File: config.mk
export PLATFORM = sky130hd
export DESIGN_NAME = dmi_arbiter
export DESIGN_NICKNAME = d
export VERILOG_FILES = /design/src/rtl/dmi_arb_pkg.sv /design/src/rtl/dmi_arbiter_rr_arbiter.sv /design/src/rtl/dmi_arbiter.sv
export SDC_FILE = /design/constraint.sdc
export NUM_CORES = 1
export LEC_CHECK = 0
export ABC_AREA = 0
export BUFFER_PORTS_ARGS = -buffer_cell sky130_fd_sc_hd__buf_2
export CORE_ASPECT_RATIO = 1.75
export CORE_MARGIN = 4
export CORE_UTILIZATION = 30
export CTS_CLUSTER_DIAMETER = 120
export DETAILED_ROUTE_END_ITERATION = 8
export SYNTH_ARGS = -nofsm -noshare
export SYNTH_HDL_FRONTEND = slang
export SYNTH_SLANG_ARGS = --single-unit
File: constraint.sdc
create_clock -name clk -period 1.6 [get_ports clk]
set_input_delay 0.24 -clock clk [delete_from_list [all_inputs] [get_ports clk]]
set_output_delay 0.24 -clock clk [all_outputs]
set_load 0.01 [all_outputs]
File: src/rtl/dmi_arb_pkg.sv
// Shared types and constants for the DMI requester arbiter.
// ABITS falls back to the standard 7-bit DMI address when the build does not define it.
`ifndef ABITS
`define ABITS 7
`endif

package dmi_arb_pkg;

    typedef enum logic [1:0] {
        IDLE  = 2'd0,
        ISSUE = 2'd1,
        RESP  = 2'd2
    } arb_state_e;

    localparam logic [31:0] DMI_ERR_DATA = 32'hDEAD_BEEF;

    // Index type covers the largest supported requester count.
    localparam int NREQ_MAX = 4;
    typedef logic [$clog2(NREQ_MAX)-1:0] req_idx_t;

endpackage

File: src/rtl/dmi_arbiter_rr_arbiter.sv
// Combinational round-robin pick: first set request scanning upward from ptr, with wrap.
module rr_arbiter
    import dmi_arb_pkg::*;
#(
    parameter int NREQ = 2
) (
    input  logic [NREQ-1:0] req,
    input  req_idx_t        ptr,
    output logic            any,
    output req_idx_t        grant_idx
);

    always_comb begin
        logic [NREQ-1:0] rot;
        int              sum;
        rot       = NREQ'({req, req} >> ptr);
        any       = 1'b0;
        sum       = 0;
        grant_idx = '0;
        // Descending scan so the lowest rotated position (closest to ptr) wins.
        for (int k = NREQ - 1; k >= 0; k--) begin
            if (rot[k]) begin
                any = 1'b1;
                sum = int'(ptr) + k;
            end
        end
        if (sum >= NREQ) begin
            sum = sum - NREQ;
        end
        grant_idx = req_idx_t'(sum);
    end

endmodule

File: src/rtl/dmi_arbiter.sv
// Shares one DMI slave port between NREQ requesters: round-robin, one transaction
// in flight, registered response, timeout completion when the DM never answers.
module dmi_arbiter
    import dmi_arb_pkg::*;
#(
    parameter int ABITS   = `ABITS,
    parameter int NREQ    = 2,
    parameter int TIMEOUT = 64
) (
    input  logic                        clk,
    input  logic                        rst,
    input  logic [NREQ-1:0]             req_valid,
    input  logic [NREQ-1:0]             req_write_en,
    input  logic [NREQ-1:0][ABITS-1:0]  req_addr,
    input  logic [NREQ-1:0][31:0]       req_wdata,
    output logic [NREQ-1:0]             req_ready,
    output logic [NREQ-1:0][31:0]       req_rdata,
    output logic [NREQ-1:0]             req_err,
    output logic                        dm_valid,
    output logic                        dm_write_en,
    output logic [ABITS-1:0]            dm_addr,
    output logic [31:0]                 dm_wdata,
    input  logic                        dm_ready,
    input  logic [31:0]                 dm_rdata,
    output logic                        busy
);

    localparam int CW = (TIMEOUT > 2) ? $clog2(TIMEOUT) : 1;
    localparam logic [CW-1:0] CNT_LAST = CW'(TIMEOUT - 1);

    arb_state_e             state_q, state_d;
    req_idx_t               ptr_q, ptr_d;
    req_idx_t               grant_q, grant_d;
    logic [CW-1:0]          cnt_q, cnt_d;
    logic [NREQ-1:0][31:0]  rdata_q, rdata_d;
    logic [NREQ-1:0]        err_q, err_d;
    logic [NREQ-1:0]        ready_q, ready_d;
    logic                   dm_valid_q, dm_valid_d;

    logic                   arb_any;
    req_idx_t               arb_idx;

    rr_arbiter #(.NREQ(NREQ)) u_rr (
        .req       (req_valid),
        .ptr       (ptr_q),
        .any       (arb_any),
        .grant_idx (arb_idx)
    );

    always_comb begin
        state_d    = state_q;
        ptr_d      = ptr_q;
        grant_d    = grant_q;
        cnt_d      = cnt_q;
        rdata_d    = rdata_q;
        err_d      = err_q;
        ready_d    = '0;
        dm_valid_d = dm_valid_q;
        case (state_q)
            IDLE: begin
                if (arb_any) begin
                    grant_d    = arb_idx;
                    cnt_d      = '0;
                    dm_valid_d = 1'b1;
                    state_d    = ISSUE;
                end
            end
            ISSUE: begin
                if (dm_ready || cnt_q == CNT_LAST) begin
                    for (int i = 0; i < NREQ; i++) begin
                        if (grant_q == req_idx_t'(i)) begin
                            rdata_d[i] = dm_ready ? dm_rdata : DMI_ERR_DATA;
                            err_d[i]   = !dm_ready;
                            ready_d[i] = 1'b1;
                        end
                    end
                    dm_valid_d = 1'b0;
                    state_d    = RESP;
                end else begin
                    cnt_d = cnt_q + CW'(1);
                end
            end
            RESP: begin
                ptr_d   = (grant_q == req_idx_t'(NREQ - 1)) ? '0 : grant_q + req_idx_t'(1);
                state_d = IDLE;
            end
            default: begin
                state_d    = IDLE;
                dm_valid_d = 1'b0;
            end
        endcase
    end

    always_ff @(posedge clk) begin
        if (rst) begin
            state_q    <= IDLE;
            ptr_q      <= '0;
            grant_q    <= '0;
            cnt_q      <= '0;
            rdata_q    <= '0;
            err_q      <= '0;
            ready_q    <= '0;
            dm_valid_q <= 1'b0;
        end else begin
            state_q    <= state_d;
            ptr_q      <= ptr_d;
            grant_q    <= grant_d;
            cnt_q      <= cnt_d;
            rdata_q    <= rdata_d;
            err_q      <= err_d;
            ready_q    <= ready_d;
            dm_valid_q <= dm_valid_d;
        end
    end

    // DM-side request fields follow the granted requester live; zero when idle.
    always_comb begin
        dm_addr     = '0;
        dm_wdata    = '0;
        dm_write_en = 1'b0;
        for (int i = 0; i < NREQ; i++) begin
            if (dm_valid_q && grant_q == req_idx_t'(i)) begin
                dm_addr     = req_addr[i];
                dm_wdata    = req_wdata[i];
                dm_write_en = req_write_en[i];
            end
        end
    end

    assign dm_valid  = dm_valid_q;
    assign req_ready = ready_q;
    assign req_rdata = rdata_q;
    assign req_err   = err_q;
    assign busy      = (state_q != IDLE);

endmodule

# Yosys cells after proc, flatten, opt, wreduce, memory -nomap -nowiden
# Cells that the tools add are included.
[op_classes] addsub=4 magnitude_cmp=1 eq_ne=7 shift=1 mux=24 bitwise=3 reduce_logical=15
[ops] operator="2-to-1 mux 32 bit" count=5
[ops] operator="greater-or-equal comparator 32 x 3 -> 1 bit (second input constant)" count=1
[ops] operator="2-to-1 mux 7 bit" count=2
[ops] operator="2-to-1 mux 6 bit" count=2
[ops] operator="one-hot mux 6 bit (2 select lines)" count=1
[ops] operator="AND reduction 3 bit" count=4
[ops] operator="2-to-1 mux 1 bit" count=8
[ops] operator="2-to-1 mux 2 bit" count=4
[ops] operator="adder 6 x 1 -> 6 bit (second input constant)" count=1
[ops] operator="== test 6 bit (second input constant)" count=1
[ops] operator="inequality test 2 bit (second input constant)" count=3
[ops] operator="== test 2 x 1 -> 1 bit (second input constant)" count=2
[ops] operator="logical NOT 2 bit" count=2
[ops] operator="one-hot mux 2 bit (2 select lines)" count=1
[ops] operator="AND reduction 2 bit" count=2
[ops] operator="nonzero test 2 bit" count=2
[ops] operator=">> shifter 4 x 2 -> 2 bit" count=1
[ops] operator="adder 2 x 1 -> 3 bit (second input constant)" count=1
[ops] operator="inverter 1 bit" count=3
[ops] operator="one-hot mux 1 bit (3 select lines)" count=1
[ops] operator="OR reduction 3 bit" count=1
[ops] operator="adder 2 x 1 -> 2 bit (second input constant)" count=1
[ops] operator="== test 2 bit (second input constant)" count=1
[ops] operator="logical AND 1 bit" count=2
[ops] operator="other kinds (3)" count=3
[totals] register_bits=81 input_bits=117

# Longest topological paths before layout
# Gate-level depths: netlist (run 1).
[logic_depth] depth_word=5 ltp_mapped=6 depth_no_buf=4

# Cells and area by module
# Synthesis (run 1) repeated with hierarchy kept, for this count alone.
[unflattened] hier_cells=429 area_unflattened_um2=3737.3
[by_module_without_submodules] mod="dmi_arbiter" instances=1 cells_per_inst=420 area_per_inst_um2=3669.8
[by_module_without_submodules] mod="rr_arbiter" instances=1 cells_per_inst=9 area_per_inst_um2=67.6

# Worst setup path after synthesis (run 1)
# Ideal clock, no wire load.
[synth_path] kind="reg2reg" from="register cnt_q[0]" to="register rdata_q, in the netlist req_rdata[20]" arrival_time_ns=1.443 required_time_ns=1.466 setup_slack_ns=0.023 stages_incl_launch_ff=7 path_buffers=2 synth_period_minus_slack_ns=1.577 path_cell_list="dfxtp_1 > ha_1 > and4b_1 > a21o_1 > clkbuf_1 > buf_2 > a211oi_1"
[synth_between] elab_chain_len=3
[synth_rtl] element="start, declared" line_no="dmi_arbiter.sv:34" source="logic [CW-1:0] cnt_q, cnt_d;"
[synth_rtl] element="start signal, assigned" line_no="dmi_arbiter.sv:108" source="cnt_q <= cnt_d;"
[synth_rtl] element="== test 6 bit" line_no="dmi_arbiter.sv:69" source="if (dm_ready || cnt_q == CNT_LAST) begin"
[synth_rtl] element="logical OR 1 bit" line_no="dmi_arbiter.sv:69"
[synth_rtl] element="AND reduction 3 bit (no source line)"
[synth_rtl] element="end signal, assigned" line_no="dmi_arbiter.sv:109" source="rdata_q <= rdata_d;"
[synth_rtl] element="end, declared" line_no="dmi_arbiter.sv:35" source="logic [NREQ-1:0][31:0] rdata_q, rdata_d;"
# Every way passes these cells.
# A chain may end at the register's enable or synchronous reset.

# Worst setup path in the final report (run 1)
[layout_path] from="register grant_q[1]" to="output dm_addr[4]"
[layout_between] elab_chain_len=4 word_cells_on_any_way=6
[layout_rtl] element="start, declared" line_no="dmi_arbiter.sv:33" source="req_idx_t grant_q, grant_d;"
[layout_rtl] element="start signal, assigned" line_no="dmi_arbiter.sv:107" source="grant_q <= grant_d;"
[layout_rtl] element="logical NOT 2 bit" line_no="dmi_arbiter.sv:122" source="if (dm_valid_q && grant_q == req_idx_t'(i)) begin"
[layout_rtl] element="logical AND 1 bit" line_no="dmi_arbiter.sv:122"
[layout_rtl] element="2-to-1 mux 7 bit" line_no="dmi_arbiter.sv:122"
[layout_rtl] element="2-to-1 mux 7 bit *" line_no="dmi_arbiter.sv:122"
[layout_rtl] element="end, declared" line_no="dmi_arbiter.sv:21" source="output logic [ABITS-1:0] dm_addr,"
# Mark *: on every way between the ends. The rest lies on a longest branch, timed or not.

==> flow_summary_export.csv, run 1 <==
group,metric,value,unit
outcome,outcome,"finished, violations left",
outcome,violations,"negative setup slack",
clock_tree,numCtsBuffers,9,
floorplan,row_count,55,
sta,finalCriticalPeriod,1880,ps
run,maxCapViolations,0,
global_route,track_usage,21.7,%
power_and_ir_drop,comb_power_share,22.7,%
clock_tree,clkLatencyLatePin,340,ps
yosys,ys_ff_latch,81,
floorplan,pin_count,227,
cells_and_area,nets,827,
yosys,async_flop_share,0,%
yosys,avgSynthCellArea,8.28,um2
yosys,postSynthCellCount,486,
setup_path,path_class,"register to primary output",
clock_tree,cts_tree,"built",
floorplan,start_util,30.9,%
setup_path,crit_arrival,1640,ps
route,vias,4838,
sta,finClkSkew,10.1,ps
setup_path,regToRegSetupSlack,70,ps
global_route,grt_max_degree,52,
global_route,first_global_vias,4724,
yosys,synth_common_cells,"81 x dfxtp_1, 65 x a211oi_1, 53 x nor3_1",
floorplan,dieArea,0.0154,mm2
min_path,holdPathStages,3,
global_route,grt_use_met2,38.5,%
global_route,met1_usage,22.8,%
setup_path,worstReg2RegStart,"cnt_q[0]",
clock_tree,cts_buffer_depth,2,
clock_tree,cts.sinks,81,
setup_path,end_kind,"primary output",
yosys,syn_nets,605,
yosys,yosysUniqueCellTypes,46,
yosys,syn_area,0.00402,mm2
yosys,yosysWarnings,0,
power_and_ir_drop,switching_share,29.9,%
route,wl,17.8,mm
power_and_ir_drop,power,5.38,mW
power_and_ir_drop,p_clk_share,37.4,%
place,io_buffer_count,226,
global_route,grt_overflow,0,
route,vias_per_cell,5.47,
sta,fin_ws,-275,ps
setup_path,rr_endpoint,"req_rdata[63]",
global_route,busiest_layer,"met2",
yosys,ys_seq_area_share,40.3,%
sta,setup_viol,40,
place,place_ws,-76.4,ps
power_and_ir_drop,p_per_area,893,mW/mm2
global_route,grt_use_met3,8.99,%
power_and_ir_drop,ir_worst_vdd,0.552,mV
cells_and_area,antenna_cells,0,
global_route,antenna_found_initial,10,
setup_path,start_kind,"register",
setup_path,cp.required,1360,ps
sta,fmax,533,MHz
yosys,synth_top_area_share,40.3,%
sta,hold_viol_final,0,
sta,rsz0062_at_grt,"true",
min_path,worstHoldPathType,"input port to register",
setup_path,rr_worst_depth,5,
clock_tree,cts.reportedPaths.clkPinSlew,60,ps
min_path,hold_start,"req_valid[1]",
yosys,synth_most_common_cell,"dfxtp_1",
clock_tree,cts_root_buf,"clkbuf_16",
floorplan,coreArea,0.0130,mm2
power_and_ir_drop,switching_power,1.61,mW
floorplan,die_x,95.5,um
clock_tree,ctsHtreeMaxLevel,3,
route,drc,0,
route,drtIter0Drc,183,
power_and_ir_drop,power.internal,3.77,mW
sta,drv_slew,0,
global_route,grt_pass1_wl,25.4,mm
cells_and_area,areaGrowthSynthToFinish,49.7,%
power_and_ir_drop,leakagePower,2.62,nW
sta,relSlewSlack,64.1,%
power_and_ir_drop,sequentialPowerShare,39.9,%
route,dr.pass1.iters,4,
yosys,yosysTopAreaCell,"dfxtp_1",
setup_path,path_max_fanout,5,
sta,tightest_slew,536,ps
route,wl_per_cell,20.2,um
sta,period_share,117,%
yosys,synth_edf_count,0,
route,ant_nets,0,
floorplan,fp.dieH,161,um
cells_and_area,drive_above_1_share,42.2,%
place,dp.final_hpwl,12.8,mm
yosys,synthFlopType,"dfxtp_1",
yosys,synth_area_leaders,"dfxtp_1 40%, a211oi_1 12%, a22o_1 8.7%",
place,place.gp.congestion,0.818,
min_path,min_to,"grant_q[0]",
flip-flops by register name, indices dropped and copies added, names as in the netlist:
register,flops
cnt_q,6
dm_valid,1
grant_q,2
ptr_q,2
req_err,2
req_rdata,64
req_ready,2
state_q,2
cells in the final DEF (no fill, tap or decap), types with 17 or more instances in the layout:
cell,instances
a211oi_1,60
a21oi_1,21
a22o_1,39
a31oi_1,17
buf_2,221
buf_4,19
dfxtp_1,78
inv_1,50
nor3_1,53
o21ai_0,48
how the worst max path moves through the flow:
stage | end | from | slack [ps]
after global placement | req_rdata[4] | cnt_q[0] | 20
after global routing | dm_wdata[26] | grant_q[1] | -330
after detailed placement | req_rdata[54] | cnt_q[0] | -80
after floorplan | req_rdata[20] | cnt_q[0] | 20
after CTS | dm_wdata[18] | grant_q[0] | -300
final | dm_addr[4] | grant_q[1] | -280
area by class of cell:
| cell class | instances | area (um2) |
|---|---|---|
| timing repair buffer | 259 | 1610 |
| inverter | 52 | 195 |
| fill | 1279 | 6980 |
| clock inverter | 6 | 50.0 |
| multi-input combinational | 305 | 2090 |
| clock buffer | 10 | 239 |
| tap | 171 | 214 |
| sequential | 81 | 1630 |
metrics by stage:
step	TNS [ps]	cells	utilization (%)	hold slack, ps	cell area [um2]
final	-8940	884	46.3	205	6020
after global routing	-11190	884	46.3	198	6020
after CTS	-10410	880	45.2	192	5880
after detailed placement	-1020	858	41.7	455	5420
after global placement	0	858	41.7	447	5420
after floorplan	0	486	-	392	4020
worst max-delay path, stage by stage, from the launching register on:
cell	delay (ps)
dfxtp_2	330
or2_4	260
nor2_4	120
buf_6	160
clkbuf_16	150
a22o_1	150
buf_2	140
logic make-up after synthesis:
| logic type | share of synthesized area (%) |
|---|---|
| flip-flops | 40.3 |
| buffers and inverters | 9.98 |
| AND/OR/NAND/NOR | 12.3 |
| multiplexers | 0.778 |
| adder cells (fa/ha/maj) | 0.622 |
| AO/OA/AOI/OAI | 36.0 |
routing by layer:
metal  vias to the layer above  wire length, um  share of wire [%]
met5                         -              123               0.69
met1                      2229             6220                 35
met2                       267             9000                 50
met3                        48             2030                 11
met4                        20              459                2.6
li1                       2274                -                  -
what timing repair did:
item | 4_1_cts | 5_1_grt
hold buffers | 0 | 0
gates cloned | 3 | 4
setup buffers | 3 | 1
resized for setup | 11 | 16
setup endpoints to repair | 59 | 59
pin swaps | 5 | 29
power by group through the flow:
stage	logic (mW)	clock network (mW)	registers [mW]
finish	1.22	2.01	2.15
global placement	1.03	0	2.19
floorplan	0.507	0	2.22
detailed placement	1.05	0	2.19
CTS	1.17	2.06	2.15
global route	1.32	2.13	2.16
Power figures use the tool's default switching activity.
==> run 2, diff against run 1 <==
--- a/config.mk
+++ b/config.mk
@@ -6,12 +6,13 @@
 export NUM_CORES = 1
 export LEC_CHECK = 0
 export ABC_AREA = 0
-export BUFFER_PORTS_ARGS = -buffer_cell sky130_fd_sc_hd__buf_2
 export CORE_ASPECT_RATIO = 1.75
 export CORE_MARGIN = 4
 export CORE_UTILIZATION = 30
 export CTS_CLUSTER_DIAMETER = 120
 export DETAILED_ROUTE_END_ITERATION = 8
+export DONT_BUFFER_PORTS = 1
 export SYNTH_ARGS = -nofsm -noshare
 export SYNTH_HDL_FRONTEND = slang
 export SYNTH_SLANG_ARGS = --single-unit
+export TNS_END_PERCENT = 1
==> run 2 against run 1 <==
  * The flow still finishes with violations (negative setup slack)
  * Hold slack worse by 110 ps
  * Largest power group unchanged
  * Fmax up 6.8%
  * Critical endpoint is now dm_write_en
  * Non-clock buffer count down 218
  * Power down 0.87%
  * Largest cell class unchanged
  * Critical path type unchanged
  * Critical path depth down 1
  * Routed wire length down 2.2%
  * Utilization down 5.3 points
  * Highest routed layer is now met4
==> flow_summary_export.csv, run 2 (synthesis gave the netlist of run 1 again) <==
group,metric,value,unit
floorplan,die_x,95.5,um
setup_path,rr_endpoint,"dm_valid",
place,place_area,0.00432,mm2
clock_tree,cts_buffer_depth,2,
setup_path,start_kind,"register",
power_and_ir_drop,leakagePower,1.87,nW
sta,drv_slew,0,
floorplan,row_count,55,
route,ant_nets,0,
power_and_ir_drop,switching_power,1.53,mW
clock_tree,cts_root_buf,"clkbuf_16",
sta,finalCriticalPeriod,1760,ps
place,place_ws,-61.5,ps
clock_tree,clkLatencyLatePin,340,ps
floorplan,dieArea,0.0154,mm2
setup_path,crit_arrival,1520,ps
place,place.gp.congestion,0.896,
power_and_ir_drop,comb_power_share,18.9,%
route,vias_per_cell,6.00,
route,vias,3996,
global_route,track_usage,21.6,%
run,maxCapViolations,0,
power_and_ir_drop,power.internal,3.80,mW
cells_and_area,areaGrowthSynthToFinish,32.8,%
cells_and_area,final_common_cell,"dfxtp_1",
power_and_ir_drop,p_per_area,998,mW/mm2
clock_tree,ctsHtreeMaxLevel,3,
setup_path,path_max_fanout,5,
clock_tree,cts.reportedPaths.clkPinSlew,60,ps
route,drc,0,
setup_path,cp.required,1360,ps
route,dr.pass1.iters,5,
floorplan,pin_count,227,
cells_and_area,final_util,41.1,%
power_and_ir_drop,ir_worst_vdd,0.484,mV
sta,setup_viol,40,
clock_tree,numCtsBuffers,9,
setup_path,regToRegSetupSlack,70,ps
sta,hold_viol_final,0,
cells_and_area,layout_common_cells,"79 x dfxtp_1, 64 x a211oi_1, 53 x nor3_1, 50 x inv_1, 48 x o21ai_0",
min_path,hold_start,"rst",
floorplan,start_util,30.9,%
floorplan,fp.dieH,161,um
route,wl_per_cell,26.2,um
sta,tightest_slew,1100,ps
sta,fin_ws,-156,ps
floorplan,coreArea,0.0130,mm2
min_path,min_to,"cnt_q[3]",
power_and_ir_drop,switching_share,28.8,%
cells_and_area,antenna_cells,0,
sta,finClkSkew,9.61,ps
cells_and_area,final_area,0.00534,mm2
place,dpl.cell_count,635,
setup_path,end_kind,"primary output",
global_route,grt_pass1_wl,24.5,mm
min_path,worstHoldPathType,"input port to register",
cells_and_area,drive_above_1_share,22.8,%
route,drtIter0Drc,131,
sta,totalNegativeSetupSlack,-5320,ps
cells_and_area,largest_register_ffs,64,
cells_and_area,nets,609,
place,io_buffer_count,0,
sta,period_share,110,%
power_and_ir_drop,p_clk_share,39.9,%
global_route,grt_overflow,0,
sta,whs,96.1,ps
setup_path,rr_worst_depth,5,
min_path,holdPathStages,3,
clock_tree,cts.sinks,81,
setup_path,worstReg2RegStart,"state_q[0]",
setup_path,path_class,"register to primary output",
global_route,first_global_vias,3987,
route,wl,17.5,mm
outcome,outcome,"finished, violations left",
power_and_ir_drop,sequentialPowerShare,41.1,%
sta,relSlewSlack,26.6,%
sta,rsz0062_at_grt,"true",
clock_tree,cts_tree,"built",
power_and_ir_drop,power,5.33,mW
cells_and_area,final_cells,666,
outcome,violations,"negative setup slack",
sta,fmax,569,MHz
global_route,grt_max_degree,51,
global_route,antenna_found_initial,0,
place,dp.final_hpwl,12.4,mm
run 2: how the worst max path moves through the flow:
stage / from / endpoint / cells after the start
after global placement: cnt_q[0] / req_rdata[36] / 4
after detailed placement: cnt_q[1] / req_rdata[22] / 4
after CTS: grant_q[1] / dm_wdata[30] / 5
after floorplan: cnt_q[0] / req_rdata[20] / 6
after global routing: grant_q[1] / dm_wdata[24] / 5
final: grant_q[1] / dm_write_en / 5
run 2: area by class of cell:
class / instances / area [um2]
Fill cell: 1212 / 7670
Multi-Input combinational cell: 305 / 2400
Sequential cell: 81 / 1620
Timing Repair Buffer: 41 / 601
Clock buffer: 9 / 225
Tap cell: 171 / 214
Inverter: 52 / 195
Clock inverter: 7 / 80.1
run 2: metal layers:
metal  vias up  track usage [%]  routed length, um
met5         -                0                  0
met4         0             8.74                486
met3        30             9.97               2220
met2       253             37.4               8860
met1      1887             21.8               5890
li1       1826                -                  -
run 2: repair_timing:
action / 4_1_cts / 5_1_grt
setup endpoints to repair: 58 / 45
pin swaps: 17 / 28
hold buffers: 1 / 0
hold endpoints to repair: 27 / 0
resized for setup: 57 / 13
setup buffers: 5 / 1
cloned: 6 / 2
run 2: power by group through the flow:
stage | combinational, mW | clock (mW) | sequential (mW)
after floorplan | 0.507 | 0 | 2.22
after global placement | 0.680 | 0 | 2.23
after detailed placement | 0.698 | 0 | 2.24
after CTS | 0.958 | 2.19 | 2.19
after global routing | 1.08 | 2.26 | 2.20
final | 1.01 | 2.13 | 2.19
run 2: critical path, stage by stage, from the launching register on:
cell and delay (ps):
dfxtp_2 320, or2_4 260, nor2_4 150, buf_12 150, clkbuf_16 150, a22o_4 150
